==> src/rtl/keynsham_bus_initiator_if.sv <==
// Command, response and peripheral-bus signals of the keynsham bus initiator.
// master is the initiator's view; slave is the requester/bus-side view.
interface keynsham_bus_initiator_if;
   logic        cmd_valid;
   logic        cmd_ready;
   logic [29:0] cmd_addr;
   logic        cmd_wr;
   logic [31:0] cmd_wr_val;
   logic [3:0]  cmd_bytesel;
   logic        rsp_valid;
   logic        rsp_ready;
   logic [31:0] rsp_data;
   logic        rsp_error;
   logic        bus_access;
   logic [29:0] bus_addr;
   logic [31:0] bus_wr_val;
   logic        bus_wr_en;
   logic [3:0]  bus_bytesel;
   logic [31:0] bus_data;
   logic        bus_ack;
   logic        bus_error;

   // Handshake: a transfer happens on a clk edge where valid and ready are both
   // high; valid and its payload stay stable until that edge.
   modport master (
      input  cmd_valid, cmd_addr, cmd_wr, cmd_wr_val, cmd_bytesel,
      output cmd_ready,
      output rsp_valid, rsp_data, rsp_error,
      input  rsp_ready,
      output bus_access, bus_addr, bus_wr_val, bus_wr_en, bus_bytesel,
      input  bus_data, bus_ack, bus_error
   );

   modport slave (
      output cmd_valid, cmd_addr, cmd_wr, cmd_wr_val, cmd_bytesel,
      input  cmd_ready,
      input  rsp_valid, rsp_data, rsp_error,
      output rsp_ready,
      input  bus_access, bus_addr, bus_wr_val, bus_wr_en, bus_bytesel,
      output bus_data, bus_ack, bus_error
   );
endinterface

==> src/rtl/keynsham_bus_initiator.sv <==
// Single-outstanding peripheral bus initiator: one command in, one bus access,
// one response out, with a cycle timeout against absent slaves.
module keynsham_bus_initiator #(
   parameter int unsigned timeout_cycles = 255
) (
   input  logic                       clk,
   input  logic                       rst,
   keynsham_bus_initiator_if.master   bus,
   output logic [1:0]                 state_dbg
);

   typedef enum logic [1:0] {
      IDLE = 2'd0,
      BUS  = 2'd1,
      RESP = 2'd2
   } state_t;

   localparam logic [15:0] last_cnt = 16'(timeout_cycles - 1);

   state_t      state;
   logic [15:0] cnt;
   logic        cmd_ready_q;
   logic        rsp_valid_q;
   logic [31:0] rsp_data_q;
   logic        rsp_error_q;
   logic [29:0] addr_q;
   logic [31:0] wr_val_q;
   logic        wr_en_q;
   logic [3:0]  bytesel_q;

   always_ff @(posedge clk or posedge rst) begin
      if (rst) begin
         state       <= IDLE;
         cnt         <= 16'd0;
         cmd_ready_q <= 1'b0;
         rsp_valid_q <= 1'b0;
         rsp_data_q  <= 32'd0;
         rsp_error_q <= 1'b0;
         addr_q      <= 30'd0;
         wr_val_q    <= 32'd0;
         wr_en_q     <= 1'b0;
         bytesel_q   <= 4'd0;
      end else begin
         case (state)
            IDLE: begin
               cmd_ready_q <= 1'b1;
               if (bus.cmd_valid && cmd_ready_q) begin
                  state       <= BUS;
                  cmd_ready_q <= 1'b0;
                  cnt         <= 16'd0;
                  addr_q      <= bus.cmd_addr;
                  wr_val_q    <= bus.cmd_wr_val;
                  wr_en_q     <= bus.cmd_wr;
                  bytesel_q   <= bus.cmd_bytesel;
                  rsp_data_q  <= 32'd0;
                  rsp_error_q <= 1'b0;
               end
            end
            BUS: begin
               // Error outranks a same-cycle ack; the timeout only fires when
               // the slave stays silent through the last counted cycle.
               if (bus.bus_error) begin
                  state       <= RESP;
                  rsp_valid_q <= 1'b1;
                  rsp_error_q <= 1'b1;
                  rsp_data_q  <= 32'd0;
                  wr_en_q     <= 1'b0;
               end else if (bus.bus_ack) begin
                  state       <= RESP;
                  rsp_valid_q <= 1'b1;
                  rsp_error_q <= 1'b0;
                  rsp_data_q  <= wr_en_q ? 32'd0 : bus.bus_data;
                  wr_en_q     <= 1'b0;
               end else if (cnt == last_cnt) begin
                  state       <= RESP;
                  rsp_valid_q <= 1'b1;
                  rsp_error_q <= 1'b1;
                  rsp_data_q  <= 32'd0;
                  wr_en_q     <= 1'b0;
               end else begin
                  cnt <= cnt + 16'd1;
               end
            end
            RESP: begin
               if (bus.rsp_ready) begin
                  state       <= IDLE;
                  rsp_valid_q <= 1'b0;
                  cmd_ready_q <= 1'b1;
               end
            end
            default: begin
               state       <= IDLE;
               rsp_valid_q <= 1'b0;
               wr_en_q     <= 1'b0;
            end
         endcase
      end
   end

   assign bus.cmd_ready   = cmd_ready_q;
   assign bus.rsp_valid   = rsp_valid_q;
   assign bus.rsp_data    = rsp_data_q;
   assign bus.rsp_error   = rsp_error_q;
   // Strobe drops in the completion cycle so a registered-ack slave sees it once.
   assign bus.bus_access  = (state == BUS) && !(bus.bus_ack || bus.bus_error);
   assign bus.bus_addr    = addr_q;
   assign bus.bus_wr_val  = wr_val_q;
   assign bus.bus_wr_en   = wr_en_q;
   assign bus.bus_bytesel = bytesel_q;
   assign state_dbg       = state;

endmodule

==> src/flat_wrapper.sv <==
// flat-port wrapper written by rule: the top's interface ports become plain ports
module keynsham_bus_initiator_flat 
#(
   parameter int unsigned timeout_cycles = 255
)
  (clk, rst, state_dbg, bus_cmd_valid, bus_cmd_addr, bus_cmd_wr, bus_cmd_wr_val, bus_cmd_bytesel, bus_cmd_ready, bus_rsp_valid, bus_rsp_data, bus_rsp_error, bus_rsp_ready, bus_bus_access, bus_bus_addr, bus_bus_wr_val, bus_bus_wr_en, bus_bus_bytesel, bus_bus_data, bus_bus_ack, bus_bus_error);
  keynsham_bus_initiator_if bus_i ();
  input  logic clk;
  input  logic rst;
  output logic [1:0] state_dbg;
  input wire logic [$bits(bus_i.cmd_valid)-1:0] bus_cmd_valid;
  input wire logic [$bits(bus_i.cmd_addr)-1:0] bus_cmd_addr;
  input wire logic [$bits(bus_i.cmd_wr)-1:0] bus_cmd_wr;
  input wire logic [$bits(bus_i.cmd_wr_val)-1:0] bus_cmd_wr_val;
  input wire logic [$bits(bus_i.cmd_bytesel)-1:0] bus_cmd_bytesel;
  output wire logic [$bits(bus_i.cmd_ready)-1:0] bus_cmd_ready;
  output wire logic [$bits(bus_i.rsp_valid)-1:0] bus_rsp_valid;
  output wire logic [$bits(bus_i.rsp_data)-1:0] bus_rsp_data;
  output wire logic [$bits(bus_i.rsp_error)-1:0] bus_rsp_error;
  input wire logic [$bits(bus_i.rsp_ready)-1:0] bus_rsp_ready;
  output wire logic [$bits(bus_i.bus_access)-1:0] bus_bus_access;
  output wire logic [$bits(bus_i.bus_addr)-1:0] bus_bus_addr;
  output wire logic [$bits(bus_i.bus_wr_val)-1:0] bus_bus_wr_val;
  output wire logic [$bits(bus_i.bus_wr_en)-1:0] bus_bus_wr_en;
  output wire logic [$bits(bus_i.bus_bytesel)-1:0] bus_bus_bytesel;
  input wire logic [$bits(bus_i.bus_data)-1:0] bus_bus_data;
  input wire logic [$bits(bus_i.bus_ack)-1:0] bus_bus_ack;
  input wire logic [$bits(bus_i.bus_error)-1:0] bus_bus_error;
  assign bus_i.cmd_valid = bus_cmd_valid;
  assign bus_i.cmd_addr = bus_cmd_addr;
  assign bus_i.cmd_wr = bus_cmd_wr;
  assign bus_i.cmd_wr_val = bus_cmd_wr_val;
  assign bus_i.cmd_bytesel = bus_cmd_bytesel;
  assign bus_cmd_ready = bus_i.cmd_ready;
  assign bus_rsp_valid = bus_i.rsp_valid;
  assign bus_rsp_data = bus_i.rsp_data;
  assign bus_rsp_error = bus_i.rsp_error;
  assign bus_i.rsp_ready = bus_rsp_ready;
  assign bus_bus_access = bus_i.bus_access;
  assign bus_bus_addr = bus_i.bus_addr;
  assign bus_bus_wr_val = bus_i.bus_wr_val;
  assign bus_bus_wr_en = bus_i.bus_wr_en;
  assign bus_bus_bytesel = bus_i.bus_bytesel;
  assign bus_i.bus_data = bus_bus_data;
  assign bus_i.bus_ack = bus_bus_ack;
  assign bus_i.bus_error = bus_bus_error;
  keynsham_bus_initiator #(.timeout_cycles(timeout_cycles)) u_core (.clk(clk), .rst(rst), .bus(bus_i), .state_dbg(state_dbg));
endmodule
==> config.mk <==
export PLATFORM = sky130hd
export DESIGN_NAME = keynsham_bus_initiator_flat
export DESIGN_NICKNAME = d
export VERILOG_FILES = /design/src/rtl/keynsham_bus_initiator_if.sv /design/src/rtl/keynsham_bus_initiator.sv /design/src/flat_wrapper.sv
export SDC_FILE = /design/constraint.sdc
export NUM_CORES = 1
export LEC_CHECK = 0
export ABC_AREA = 1
export CAP_MARGIN = 20
export CORE_UTILIZATION = 47
export DETAILED_ROUTE_END_ITERATION = 10
export PLACE_DENSITY = 0.86
export RECOVER_POWER = 50
export SETUP_SLACK_MARGIN = 0.3
export SLEW_MARGIN = 10
export SYNTH_ARGS = -nofsm -noshare
export SYNTH_HDL_FRONTEND = slang
export SYNTH_SLANG_ARGS = --single-unit
export TNS_END_PERCENT = 5
==> constraint.sdc <==
create_clock -name clk -period 11 [get_ports clk]
set_input_delay 2.2 -clock clk [delete_from_list [all_inputs] [get_ports clk]]
set_output_delay 2.2 -clock clk [all_outputs]
set_load 0.05 [all_outputs]
==> results.toml <==
[outcome]
status = "complete, but fails checks"
violations = "max-capacitance violations, max-slew violations"

[synthesis]
synth_area_per_cell_um2 = 8.32
synth_top_cell_area_share_pct = 58.2
synth_top_flop_cell = "dfrtp_1"
ys_types = 25
synth_area_leader_cell = "dfrtp_1"
syn_area_um2 = 5160
synth-seq-cells = 120
synth_nets = 727
yosysMostFrequentCell = "nand2_1"
seq_area_frac_synth_pct = 58.2
synthCells = 620
synth_common_cells = "nand2_1 (350), dfrtp_1 (120), nand3_1 (34)"
synth_edf_count = 0
yosysWarnings = 0
netlist_top_cells_area = "dfrtp_1 (58%), nand2_1 (25%), nand3_1 (3.3%), nor2_1 (2.3%), nand2_2 (1.6%)"
async_flop_share_pct = 100

[timing]
setup_viol_count_final = 0
fmax_ghz = 0.131
slew_viol_final = 309
worstMarginPinSlew_ns = 3.97
rsz0062_at_grt = "false"
min_period_ns = 7.65
finalCritPeriodShare_pct = 69.6
tns_ns = 0
finClkSkew_ns = 0.00778
relSlewSlack_pct = -167
hold_viol = 0

[worst_setup_path]
r2r_end = "u_core.bus.rsp_data[7]$_DFFE_PP0P_"
setup.worst_path.start = "bus_cmd_valid"
crit_end = "u_core.bus.rsp_data[7]$_DFFE_PP0P_"
worstRegToRegCells = 7
reg2reg_from = "u_core.state_dbg[0]$_DFFE_PP0P_"
start_kind = "primary input"
r2r_setup_slack_ns = 5.00
path_class = "in2reg"
crit_fanout = 69
end_kind = "flop"
cp.arrival_ns = 8.03
critPathRequiredTime_ns = 11.38

[detailed_routing]
first_pass_iters = 4
wl_per_cell_um = 14.8
drt_wl_total_um = 14500
ant_nets = 0
first_iter_violations = 402
via_count = 4841
drc = 0
avgViaCountPerCell = 4.97

[clock_tree]
cts_sinks = 120
clk-insertion-delay-late_ns = 0.52
hold_buffers = 0
cts-buffers-inserted = 17
postCtsSetupBuffers = 0
root_buffer = "clkbuf_8"
cts_tree = "built"
clk_pin_slew_worst_paths_ns = 0.06
cts_buffer_depth = 2
post_cts_resized = 0
htreeDepth = 4

[power_and_ir_drop]
power_leakage_nw = 3.88
powerDensity_nw_per_um2 = 316
fin_total_pwr_w = 0.00247
ir_worst_vdd_mv = 0.219

[place]
place_congestion = 0.816
dpl.hpwl_um = 9800
placed_cells = 943
port_buffers = 209

[floorplan]
die_area_um2 = 11400
initial_core_util_pct = 49.3
rows = 37
core_area_um2 = 10500
die_h_um = 107
die_x_um = 107
io_pins = 210

[finish]
area_growth_syn_to_layout_pct = 51.5
drive_gt1_share_pct = 6.20
diodes = 0
fin_cells = 975
layout.nets = 934

[grt]
grt_use_total_pct = 26.5
grt_max_degree = 82
grt_pass1_wl_um = 23100
gr-total-overflow = 0
grt_pass1_vias = 4899
antenna_found_initial = 0

[flow_run]
maxCapViolCount = 5

[worst_hold_path]
min_path_type = "reg2reg"
## how the worst min path moves through the flow
stage,startpoint,endpoint,slack [ns],cells past startpoint
global placement,u_core.bus.rsp_data[0]$_DFFE_PP0P_,u_core.bus.rsp_data[0]$_DFFE_PP0P_,0.45,2
detailed placement,u_core.bus.bus_wr_val[1]$_DFFE_PP0P_,u_core.bus.bus_wr_val[1]$_DFFE_PP0P_,0.46,2
floorplan,u_core.cnt[15]$_DFFE_PP0P_,u_core.cnt[15]$_DFFE_PP0P_,0.50,2
finish,u_core.bus.bus_addr[12]$_DFFE_PP0P_,u_core.bus.bus_addr[12]$_DFFE_PP0P_,0.47,2
global route,u_core.bus.bus_addr[25]$_DFFE_PP0P_,u_core.bus.bus_addr[25]$_DFFE_PP0P_,0.50,2
CTS,u_core.bus.bus_bytesel[1]$_DFFE_PP0P_,u_core.bus.bus_bytesel[1]$_DFFE_PP0P_,0.47,2
## state kept, by name, summed over array words and instances (netlist names)
signal                  flops
u_core.bus.rsp_error        1
u_core.bus.rsp_data        32
u_core.bus.bus_wr_en        1
u_core.bus.bus_wr_val      32
u_core.bus.bus_addr        30
u_core.bus.bus_bytesel      4
u_core.state_dbg            2
u_core.bus.cmd_ready        1
u_core.bus.rsp_valid        1
u_core.cnt                 16
## cells in the final DEF, fill, tap and decap left out, drive strengths merged
master / count
inv: 23
mux2i: 1
clkinv: 7
o21ai: 6
clkdlybuf4s50: 207
o21bai: 1
nand4: 4
nor2: 32
dlygate4sd3: 2
ha: 2
bufinv: 2
nor3: 2
clkbuf: 20
xor2: 4
buf: 1
clkinvlp: 5
nand2: 365
nand3: 34
xnor2: 1
dfrtp: 120
## through the flow
step | util (%) | hold slack, ns | instance area, um2 | worst slack [ns]
2_1_floorplan | - | 0.498 | 5160 | 5.61
3_3_place_gp | 69.6 | 0.453 | 7280 | 5.04
3_5_place_dp | 69.6 | 0.458 | 7280 | 5.00
4_1_cts | 74.9 | 0.473 | 7840 | 4.99
5_1_grt | 74.7 | 0.499 | 7810 | 2.53
6_report | 74.7 | 0.468 | 7810 | 3.35
## per-layer routing
layer	share of wire, %	global-route usage, %	up-vias
met5	0	0	-
met4	1.6	10.9	0
met3	9.5	10.9	22
met2	51	44.8	212
met1	38	29.4	2305
li1	-	-	2302
## worst max-delay path: stages
cell and delay [ns]:
dlygate4sd3_1 0.52, nand2_1 0.10, nor2_4 0.11, clkbuf_1 1.96
o21ai_0 2.52, nand2_1 0.49, nand2_1 0.12
## power breakdown
group	total, W	switching (W)	leakage [nW]	internal [W]
clock network	0.000527	0.000206	0.267	0.000322
registers	0.000694	0.0000950	1.56	0.000599
logic	0.00125	0.000861	2.05	0.000386
total	0.00247	0.00116	3.88	0.00131
## layout make-up
type	count	area [um2]
Multi-Input combinational cell	452	1870
Fill cell	737	2650
Sequential cell	120	3000
Clock buffer	17	414
Tap cell	136	170
Clock inverter	14	149
Timing Repair Buffer	213	2120
Inverter	23	87.6
## logic make-up after synthesis
group	after synthesis	synth area share, %
buf+inv	48	4.92
compound gates	7	0.946
flops	120	58.2
xor+xnor	5	0.849
fa+ha+maj	2	0.485
mux	1	0.194
simple gates	437	34.4
Power figures use the tool's default switching activity.
==> edit, RTL diff (config.mk and constraints unchanged) <==
`timeout_cycles` is set to 255 in 2 places; all go to 127.
--- a/src/rtl/keynsham_bus_initiator.sv
+++ b/src/rtl/keynsham_bus_initiator.sv
@@ -3,3 +3,3 @@
 module keynsham_bus_initiator #(
-   parameter int unsigned timeout_cycles = 255
+   parameter int unsigned timeout_cycles = 127
 ) (
--- a/src/flat_wrapper.sv
+++ b/src/flat_wrapper.sv
@@ -3,3 +3,3 @@
 #(
-   parameter int unsigned timeout_cycles = 255
+   parameter int unsigned timeout_cycles = 127
 )
Formal check against the unedited RTL: same outputs for any inputs over 10 cycles, from zero or initial values and one cycle with rst high; that may be too few to reach the edited logic, so the function may still have changed.
==> edit against the original RTL <==
- the flow still finishes with violations (capacitance limit, slew limit)
- area after synthesis is 0.80% lower
- synthesized cell count is 1.8% lower
- count of clock-buffer cells in the layout is 3 higher
- setup slack better by 0.54 ns
- die area is 0.79% lower
- final area is 1.3% higher
- wire length is 2.4% higher
- core utilization is 1.3 points higher
- power is 3.7% higher
- sequential cell count stayed put
- critical endpoint is now u_core.cnt[9]$_DFFE_PP0P_
- highest routed layer unchanged
==> edit: results (changes against the original RTL) <==
The commonest cells after synthesis are sky130_fd_sc_hd__nand2_1 (315), sky130_fd_sc_hd__dfrtp_1 (120), sky130_fd_sc_hd__nand3_1 (46), sky130_fd_sc_hd__nor2_1 (36), sky130_fd_sc_hd__inv_1 (16). The final-layout fill cell count was 698 (-5.3%). The actual transition at the worst max-transition pin came out at 3.05 ns (-0.921 ns). The post-route clock skew is 0.00622 ns (-0.00156 ns). The total count of max-transition violations in the final report was 193 (-38%). The run finished, with violations left. Among all stages on the critical path, the largest delay is contributed by sky130_fd_sc_hd__clkbuf_1.

The arithmetic-cell share of the synthesized area counting full adders, half adders and majority gates was 0.00489 (+0.0000392). The setup slack of the worst register-to-register path was 5.60 ns (+0.60 ns). The wire length of the first global-routing pass is 23.8 mm (+3.0%). The post-place instance area is 7270 um2 (about the same).

The complex-gate fraction of the synthesized area is 0.0181 (+0.00864). The via-per-instance ratio was 5.06 (+1.9%). The per-cell routed wire length is 15.4 um (+3.5%). The path depth of the worst reg2reg path is 10 (+3).

The HPWL after detailed placement is 9.97 mm (+1.8%). The fraction of final layout cells with drive strength greater than 1 is 0.0688 (+0.00678). The total wire length is 14.8 mm (+2.4%). The highest cell delay on the worst timing path came out at 2.13 ns (-0.39 ns). The startpoint of the worst-slack reg-to-reg timing path is u_core.state_dbg[1]$_DFFE_PP0P_. The final-stage net count is 923 (-1.2%).

The instance count after placement with tap cells included came out at 932 (-1.2%). The final reports fail on capacitance limit, slew limit. The multiplexer fraction of the synthesized cell area came out at 0 (-0.00194). The arrival time of the worst setup path is 7.51 ns (-0.52 ns).

The maximum VDD drop is 0.221 mV (+0.87%). The synthesized net count came out at 716 (-1.5%). The first-pass iteration count of the detailed router was 5 (+1). The critical path's top delay family is buffers and inverters.

The max capacitance violation total came to 3 (-2). In this run the worst setup path terminates at u_core.cnt[9]$_DFFE_PP0P_. The average cell area after synthesis is 8.40 um2 (+0.99%). The sequential cell area fraction in the yosys report was 0.587 (+0.00470). The number of global-route vias before repair came out at 4993 (+1.9%). The initial DRC count is 400 (-0.50%).
==> edit: power by group <==
group,internal (mW),switching [mW]
Sequential,0.600,0.0975
Clock,0.402,0.200
Combinational,0.384,0.878
Total,1.39,1.17
==> edit: cell families (layout without fill, tap and decap cells) <==
group / Yosys count / in the layout
buf+inv: 46 / 266
simple gates: 423 / 423
compound gates: 14 / 14
fa+ha+maj: 2 / 2
xor+xnor: 4 / 4
flops: 120 / 120
==> edit: cell type report <==
cell class              instances  area (um2)  area share
flip-flops and latches        120        3000       0.379
repair buffers                213        2130       0.270
multi-input cells             443        1880       0.238
clock buffers                  20         445      0.0563
clock inverters                12         198      0.0250
well taps                     136         170      0.0215
inverters                      21        82.6      0.0104
==> edit: worst min-delay path by stage <==
stage	cells past startpoint	start	to	slack, ns
detailed placement	2	u_core.bus.bus_addr[10]$_DFFE_PP0P_	u_core.bus.bus_addr[10]$_DFFE_PP0P_	0.46
global placement	2	u_core.bus.bus_addr[10]$_DFFE_PP0P_	u_core.bus.bus_addr[10]$_DFFE_PP0P_	0.45
global route	2	u_core.bus.bus_addr[16]$_DFFE_PP0P_	u_core.bus.bus_addr[16]$_DFFE_PP0P_	0.49
floorplan	2	u_core.cnt[15]$_DFFE_PP0P_	u_core.cnt[15]$_DFFE_PP0P_	0.47
CTS	2	u_core.bus.bus_addr[10]$_DFFE_PP0P_	u_core.bus.bus_addr[10]$_DFFE_PP0P_	0.47
finish	2	u_core.bus.bus_addr[10]$_DFFE_PP0P_	u_core.bus.bus_addr[10]$_DFFE_PP0P_	0.47
==> edit: metal layers <==
layer,GRT usage,vias up,routed length [um],part of all wire
met2,0.460,231,7350,0.50
li1,-,2295,-,-
met5,0,-,0,0
met4,0.113,0,393,0.027
met3,0.111,37,1510,0.10
met1,0.307,2321,5560,0.38
